--- src/rtl/pipelined_csel_adder.sv ---
// pipelined_csel_adder
// Carry-select adder split into WIDTH/BLOCK blocks, with one pipeline stage
// per block. Stage s adds block s twice (carry-in 0 and carry-in 1) and uses
// the carry registered by stage s-1 to pick one of the two results. Operand
// bits for later blocks travel forward in skew registers. Finished sum bits
// travel forward in deskew registers. The whole pipeline holds while the
// output is valid but not accepted.
module pipelined_csel_adder #(
  parameter int WIDTH = 16,
  parameter int BLOCK = 4
) (
  input  logic             clk,
  input  logic             reset,
  input  logic [WIDTH-1:0] A,
  input  logic [WIDTH-1:0] B,
  input  logic             Cin,
  input  logic             sub,
  input  logic             in_valid,
  output logic             in_ready,
  output logic [WIDTH-1:0] sum,
  output logic             Cout,
  output logic             ovf,
  output logic             out_valid,
  input  logic             out_ready
);

  localparam int NBLK = WIDTH / BLOCK;

  // Reject block geometries that cannot tile the word.
  if (BLOCK < 1 || (WIDTH % BLOCK) != 0) begin : g_bad_geometry
    $error("pipelined_csel_adder: WIDTH must be a positive multiple of BLOCK");
  end

  // Per-stage registered state. Stage NBLK-1 drives the outputs.
  logic [WIDTH-1:0] a_q     [NBLK];  // skew: operand A, still-pending blocks
  logic [WIDTH-1:0] b_q     [NBLK];  // skew: effective operand B
  logic [WIDTH-1:0] sum_q   [NBLK];  // deskew: finished sum blocks
  logic             carry_q [NBLK];  // carry out of the block just finished
  logic             valid_q [NBLK];  // stage holds a real operation
  logic             ovf_q;

  // Next-state values, one entry per stage.
  logic [WIDTH-1:0] a_d     [NBLK];
  logic [WIDTH-1:0] b_d     [NBLK];
  logic [WIDTH-1:0] sum_d   [NBLK];
  logic             carry_d [NBLK];
  logic             valid_d [NBLK];
  logic             ovf_d;

  // Subtraction is A + ~B + 1. The mode and Cin are folded in at entry, so
  // each operation carries its own mode through the pipeline.
  logic [WIDTH-1:0] b_eff;
  logic             c_eff;
  logic             advance;

  assign b_eff = sub ? ~B : B;
  assign c_eff = sub ? 1'b1 : Cin;

  // The pipeline holds only when a finished result is not being taken.
  // A held pipeline cannot accept a new operation.
  assign advance  = !(out_valid && !out_ready);
  assign in_ready = advance;

  for (genvar s = 0; s < NBLK; s++) begin : g_stage
    localparam int LO = s * BLOCK;

    logic [WIDTH-1:0] a_in;
    logic [WIDTH-1:0] b_in;
    logic [WIDTH-1:0] sum_in;
    logic             c_in;
    logic             v_in;
    logic [BLOCK-1:0] blk_a;
    logic [BLOCK-1:0] blk_b;
    logic [BLOCK:0]   csum0;
    logic [BLOCK:0]   csum1;
    logic [BLOCK:0]   csel;
    logic [WIDTH-1:0] sum_blk;

    if (s == 0) begin : g_head
      // The first stage takes its operands straight from the ports.
      assign a_in   = A;
      assign b_in   = b_eff;
      assign sum_in = '0;
      assign c_in   = c_eff;
      assign v_in   = in_valid;
    end else begin : g_body
      // Later stages take their operands from the previous stage registers.
      assign a_in   = a_q[s-1];
      assign b_in   = b_q[s-1];
      assign sum_in = sum_q[s-1];
      assign c_in   = carry_q[s-1];
      assign v_in   = valid_q[s-1];
    end

    assign blk_a = a_in[LO +: BLOCK];
    assign blk_b = b_in[LO +: BLOCK];

    // Compute both possible block sums ahead of time.
    // The incoming carry only selects between them.
    assign csum0 = {1'b0, blk_a} + {1'b0, blk_b};
    assign csum1 = {1'b0, blk_a} + {1'b0, blk_b} + {{BLOCK{1'b0}}, 1'b1};
    assign csel  = c_in ? csum1 : csum0;

    // Merge this block's result into the finished sum bits carried forward.
    always_comb begin
      // NOTE: assign the whole word first so that every bit has a value on
      // every path. Without that default, this always_comb would infer a latch.
      sum_blk             = sum_in;
      sum_blk[LO +: BLOCK] = csel[BLOCK-1:0];
    end

    assign a_d[s]     = a_in;
    assign b_d[s]     = b_in;
    assign sum_d[s]   = sum_blk;
    assign carry_d[s] = csel[BLOCK];
    assign valid_d[s] = v_in;

    if (s == NBLK - 1) begin : g_ovf
      // The carry into the MSB is a ^ b ^ sum at that bit.
      // Overflow is that carry XOR the carry out of the MSB.
      assign ovf_d = a_in[WIDTH-1] ^ b_in[WIDTH-1] ^ sum_blk[WIDTH-1]
                   ^ csel[BLOCK];
    end
  end

  // Pipeline registers: reset empties the pipeline. Otherwise every stage
  // shifts forward together unless the output is stalled.
  always_ff @(posedge clk or posedge reset) begin
    if (reset) begin
      // NOTE: data registers are cleared along with the valid bits. This keeps
      // sum/Cout/ovf at zero after reset, not at leftovers from aborted work.
      for (int s = 0; s < NBLK; s++) begin
        a_q[s]     <= '0;
        b_q[s]     <= '0;
        sum_q[s]   <= '0;
        carry_q[s] <= 1'b0;
        valid_q[s] <= 1'b0;
      end
      ovf_q <= 1'b0;
    end else if (advance) begin
      // NOTE: non-blocking assignments let every stage sample the
      // pre-edge value of the stage before it, as a real shift register does.
      for (int s = 0; s < NBLK; s++) begin
        a_q[s]     <= a_d[s];
        b_q[s]     <= b_d[s];
        sum_q[s]   <= sum_d[s];
        carry_q[s] <= carry_d[s];
        valid_q[s] <= valid_d[s];
      end
      ovf_q <= ovf_d;
    end
  end

  assign sum       = sum_q[NBLK-1];
  assign Cout      = carry_q[NBLK-1];
  assign ovf       = ovf_q;
  assign out_valid = valid_q[NBLK-1];

endmodule

--- config.mk ---
export PLATFORM = sky130hd
export DESIGN_NAME = pipelined_csel_adder
export DESIGN_NICKNAME = d
export VERILOG_FILES = /design/src/rtl/pipelined_csel_adder.sv
export SDC_FILE = /design/constraint.sdc
export NUM_CORES = 1
export LEC_CHECK = 0
export CORE_MARGIN = 2
export CORE_UTILIZATION = 29
export CTS_CLUSTER_DIAMETER = 120
export DETAILED_ROUTE_END_ITERATION = 10
export PLACE_DENSITY = 0.55
export SLEW_MARGIN = 20
export SYNTH_ARGS = -nofsm -noshare
export SYNTH_HDL_FRONTEND = slang
export SYNTH_SLANG_ARGS = --single-unit
--- constraint.sdc ---
create_clock -name clk -period 3.91 [get_ports clk]
set_input_delay 0.5865 -clock clk [delete_from_list [all_inputs] [get_ports clk]]
set_output_delay 0.5865 -clock clk [all_outputs]
set_load 0.02 [all_outputs]
Word-level counts from Yosys, hierarchy flattened
Cells that the tools add are included.
- register bits: 145
- output and inout port bits: 20
- $add $sub $neg: 8
- multiplexer cells: 6
- bitwise gates (word level): 4
- reduce and logical (&&, ||, !) cells: 3
- operators with widths (operator ; count):
    $add 4x4->5 ; 4
    $add 5x1->5 const B ; 4
    $mux 5 ; 4
    $mux 16 ; 1
    $not 16->16 ; 1
    $xor 1x1->1 ; 3
    $logic_not 1->1 ; 2
    $logic_and 1x1->1 ; 1
    $mux 1 ; 1

Longest topological paths before layout
- depth after elaboration: 5
- mapped depth: 10
- gate-level depth less buffers: 10

Worst setup path after synthesis
Ideal clock, no wire load.
- path kind: input to register
- start point: in sub
- end point: reg carry_q, in the netlist g_stage[1].c_in
- setup time: 128 ps
- arrival: 2423 ps
- data required time: 3782 ps
- slack: 1359 ps
- stages: 9
- cell sequence: buf_2 buf_2 xor2_1 ha_1 fa_1 ha_1 nand3_1 nor4b_1 nor3_1
- word-level cells in the longest chain between the ends: 4
- elaborated cells between the ends (all ways): 5
- those cells by class: 2 x add/sub; 3 x mux
- RTL lines (item ; line ; RTL):
    from (decl) ; 17 ; input logic sub,
    $mux 16 ; 56 ; assign b_eff = sub ? ~B : B;
    $add 4x4->5 ; 100, 101 ;
    $add 5x1->5 ; 101 ; assign csum1 = {1'b0, blk_a} + {1'b0, blk_b} + {{BLOCK{1'b0}}, 1'b1};
    $mux 5 * ; 102 ; assign csel = c_in ? csum1 : csum0;
    to (signal, indexed assignment) ; 147 ; carry_q[s] <= carry_d[s];
    to (decl) ; 38 ; logic carry_q [NBLK];
Mark *: on every way between the ends. The rest lies on a longest branch, timed or not.
A chain may end at the register's enable or synchronous reset.

Final worst setup path
Ends and elaborated chain as after synthesis.

==> flow_summary_export.csv <==
group,metric,value,unit
outcome,status,"finished clean",
pwr,p_int,2.82,mW
yosys,yosysUniqueCellTypes,32,
clocking,root_buffer,"clkbuf_16",
worst_setup_path,reg2reg_depth,10,
worst_setup_path,worst_ep_required_time,4130,ps
worst_setup_path,timing.reg2reg.setup_slack,1410,ps
pwr,power.total,4.56,mW
placed_design,placed_cell_area,0.00535,mm^2
flow_run,cap_violations,0,
worst_setup_path,cpMostUsedCell,"xor2_1",
worst_setup_path,regToRegEndpoint,"ovf",
route,first_pass_iters,4,
sta,slew_headroom,34.2,%
worst_setup_path,worstSetupPathType,"primary input to register",
clocking,htreeDepth,3,
route,drc,0,
yosys,synth-seq-cells,97,
route,wl,8830,um
pwr,p_leak,2.68,nW
yosys,synthTopCellsByArea,"dfrtp_1 53%, nand2_1 18%, ha_1 5.5%, xnor2_1 4.0%, o21ai_0 2.5%",
clocking,cts_setup_buffers,0,
grt,antenna_found_initial,0,
grt,top_usage_layer,"met2",
grt,grt_usage,11.3,%
hold_path,hold_end,"sum[4]",
clocking,hold_buffers,0,
hold_path,whs_path_depth,2,
worst_setup_path,arrival,2810,ps
sta,fin_crit,2590,ps
worst_setup_path,cp_slowest_stage_delay,580,ps
pwr,p_switching,1.74,mW
grt,grt_pass1_vias,3353,
grt,grt_use_met3,2.48,%
sta,worst_pin_slew,987,ps
pwr,clockPowerShare,19.6,%
sta,finalHoldWorstSlack,464,ps
yosys,syn_area_per_cell,9.11,um^2
hold_path,hold_path.class,"register to register",
grt,use_met1,14.7,%
worst_setup_path,crit_family,"buffers and inverters",
yosys,ys_seq_area_share,53.2,%
cells_and_area,utilization,36.9,%
worst_setup_path,crit_slowest_cell,"clkdlybuf4s50_1",
grt,grt.met2_usage,18.6,%
sta,setup_viol,0,
route,vias,3327,
placed_design,portBuffers,57,
sta,finalSetupTns,0,ps
pwr,p_seq_share,37.8,%
clocking,clk_latency,340,ps
worst_setup_path,path_buf_inv,2,
sta,rsz0062_at_grt,"no",
die,die_y,129,um
die,core_area,0.0153,mm^2
die,num_io_pins,58,
clocking,tritoncts,"yes",
sta,fin_skew,6.90,ps
clocking,cts_buffers,9,
worst_setup_path,worstSetupStartpointType,"primary input",
clocking,clockBufferDepth,2,
placed_design,gp_congestion,0.811,
route,vias_per_cell,4.37,
yosys,synth_top_cell_area_share,53.2,%
yosys,netlist_area,0.00456,mm^2
route,wl_per_cell,11.6,um
yosys,ys_warn_count,0,
worst_setup_path,path_max_fanout,15,
cells_and_area,syn_to_final_growth,23.8,%
hold_path,min_from,"sum[4]",
cells_and_area,design_area,0.00565,mm^2
clocking,cts_sinks,97,
route,ant_nets,0,
die,start_util,29.8,%
die,fp-row-count,45,
yosys,yosys.area.top_type,"dfrtp_1",
route,drt_first_iter_violations,236,
worst_setup_path,critPathCaptureType,"register",
cells_and_area,final_common_cell,"nand2_1",
cells_and_area,final_layout_size_suffix_gt1_share,4.36,%
die,fp.dieW,129,um
sta,slew_violations,0,
grt,grt_start_max_net_pins,106,
sta,max_freq,386,MHz
worst_setup_path,r2r-start,"g_stage[3].a_in[12]",
cells_and_area,final_cell_mix,"215 x nand2_1, 97 x dfrtp_1, 57 x clkdlybuf4s50_1, 23 x o21ai_0, 21 x xnor2_1",
yosys,synth_nets,563,
pwr,power.density,807,mW/mm^2
pwr,vdd.ir_drop.worst,0.000254,V
clocking,path_clk_slew,70,ps
die,dieArea,0.0168,mm^2
clocking,post_cts_resize_count,0,
cells_and_area,nets,608,
worst_setup_path,crit_chain,"clkdlybuf4s50_1 > buf_4 > xor2_1 > ha_1 > xor2_1 > nand3_1 > nor4b_1 > nor3_1",
pwr,p_comb_share,42.6,%
cells_and_area,n_antenna_cell,0,
grt,grt_overflow,0,
placed_design,dp_hpwl,6000,um
pwr,switching_share,38.1,%
grt,grt_pass1_wl,15300,um
yosys,netlist_instances,501,
sta,hold_viol_final,0,
sta,timing.final.crit_share,66.3,%
-- logic make-up after synthesis --
family,synth area share (%)
and+or+nand+nor,22.0
DFF,53.2
AOI/OAI and AO/OA,7.62
buffers and inverters,2.85
xor gates and xnor gates,6.50
adders and majority gates,7.24
muxes,0.658
-- power groups by stage --
stage,sequential (mW),combinational [mW],clock (mW)
2_1_floorplan,1.79,1.34,0
3_3_place_gp,1.74,1.91,0
3_5_place_dp,1.75,1.97,0
4_1_cts,1.74,1.98,0.914
5_1_grt,1.79,2.22,0.958
6_report,1.72,1.94,0.892
-- final cells by class --
class                      count  area [um^2]
fill                        1594         9660
sequential                    97         2430
multi-input combinational    370         2010
timing repair buffer          61          613
tap                          211          264
clock buffer                   9          225
clock inverter                 7         77.6
inverter                       7         28.8
-- worst register-to-register path: stages, from the launching register on --
cell,delay (ps)
dfrtp_1,380
ha_1,240
inv_1,80
fa_1,440
inv_1,80
ha_1,140
nand2_1,120
a2111oi_1,360
a32oi_1,200
a211oi_1,250
nor3b_1,80
-- how the worst max path moves through the flow --
stage,start,end,cells past startpoint
floorplan,reset,Cout,1
global placement,sub,g_stage[1].c_in,8
detailed placement,sub,g_stage[1].c_in,8
CTS,sub,g_stage[1].c_in,8
global route,sub,g_stage[1].c_in,8
finish,sub,g_stage[1].c_in,8
-- registers in the layout (all words and copies together) (netlist names) --
register and flops:
Cout 1, g_stage.a_in 24, g_stage.b_in 24, g_stage.c_in 3, g_stage.sum_in 24, g_stage.v_in 3, out_valid 1, ovf 1
sum 16
-- layer usage --
| metal | share of wire, % | routed length [um] |
|---|---|---|
| met3 | 3.7 | 327 |
| met4 | 1.5 | 133 |
| met1 | 50 | 4390 |
| met5 | 0 | 0 |
| met2 | 45 | 3980 |
-- cells in the mapped netlist, drive strengths merged --
cell	count
a2111oi	2
a211oi	1
a21o	10
a21oi	17
a31oi	1
a32oi	1
a41oi	3
and4bb	1
buf	2
clkbuf	25
dfrtp	97
fa	4
ha	20
inv	7
mux2i	3
nand2	215
nand2b	1
nand3	4
nand4	4
nor2	14
nor2b	2
nor3	4
nor3b	1
nor4	1
nor4b	3
o21ai	24
or2	1
xnor2	21
xor2	12
-- per-stage QoR --
stage	setup WS (ps)	cells
2_1_floorplan	790	501
3_3_place_gp	1130	746
3_5_place_dp	954	746
4_1_cts	1310	762
5_1_grt	1150	762
6_report	1320	762
No activity file was read; power rests on OpenSTA's default activity.
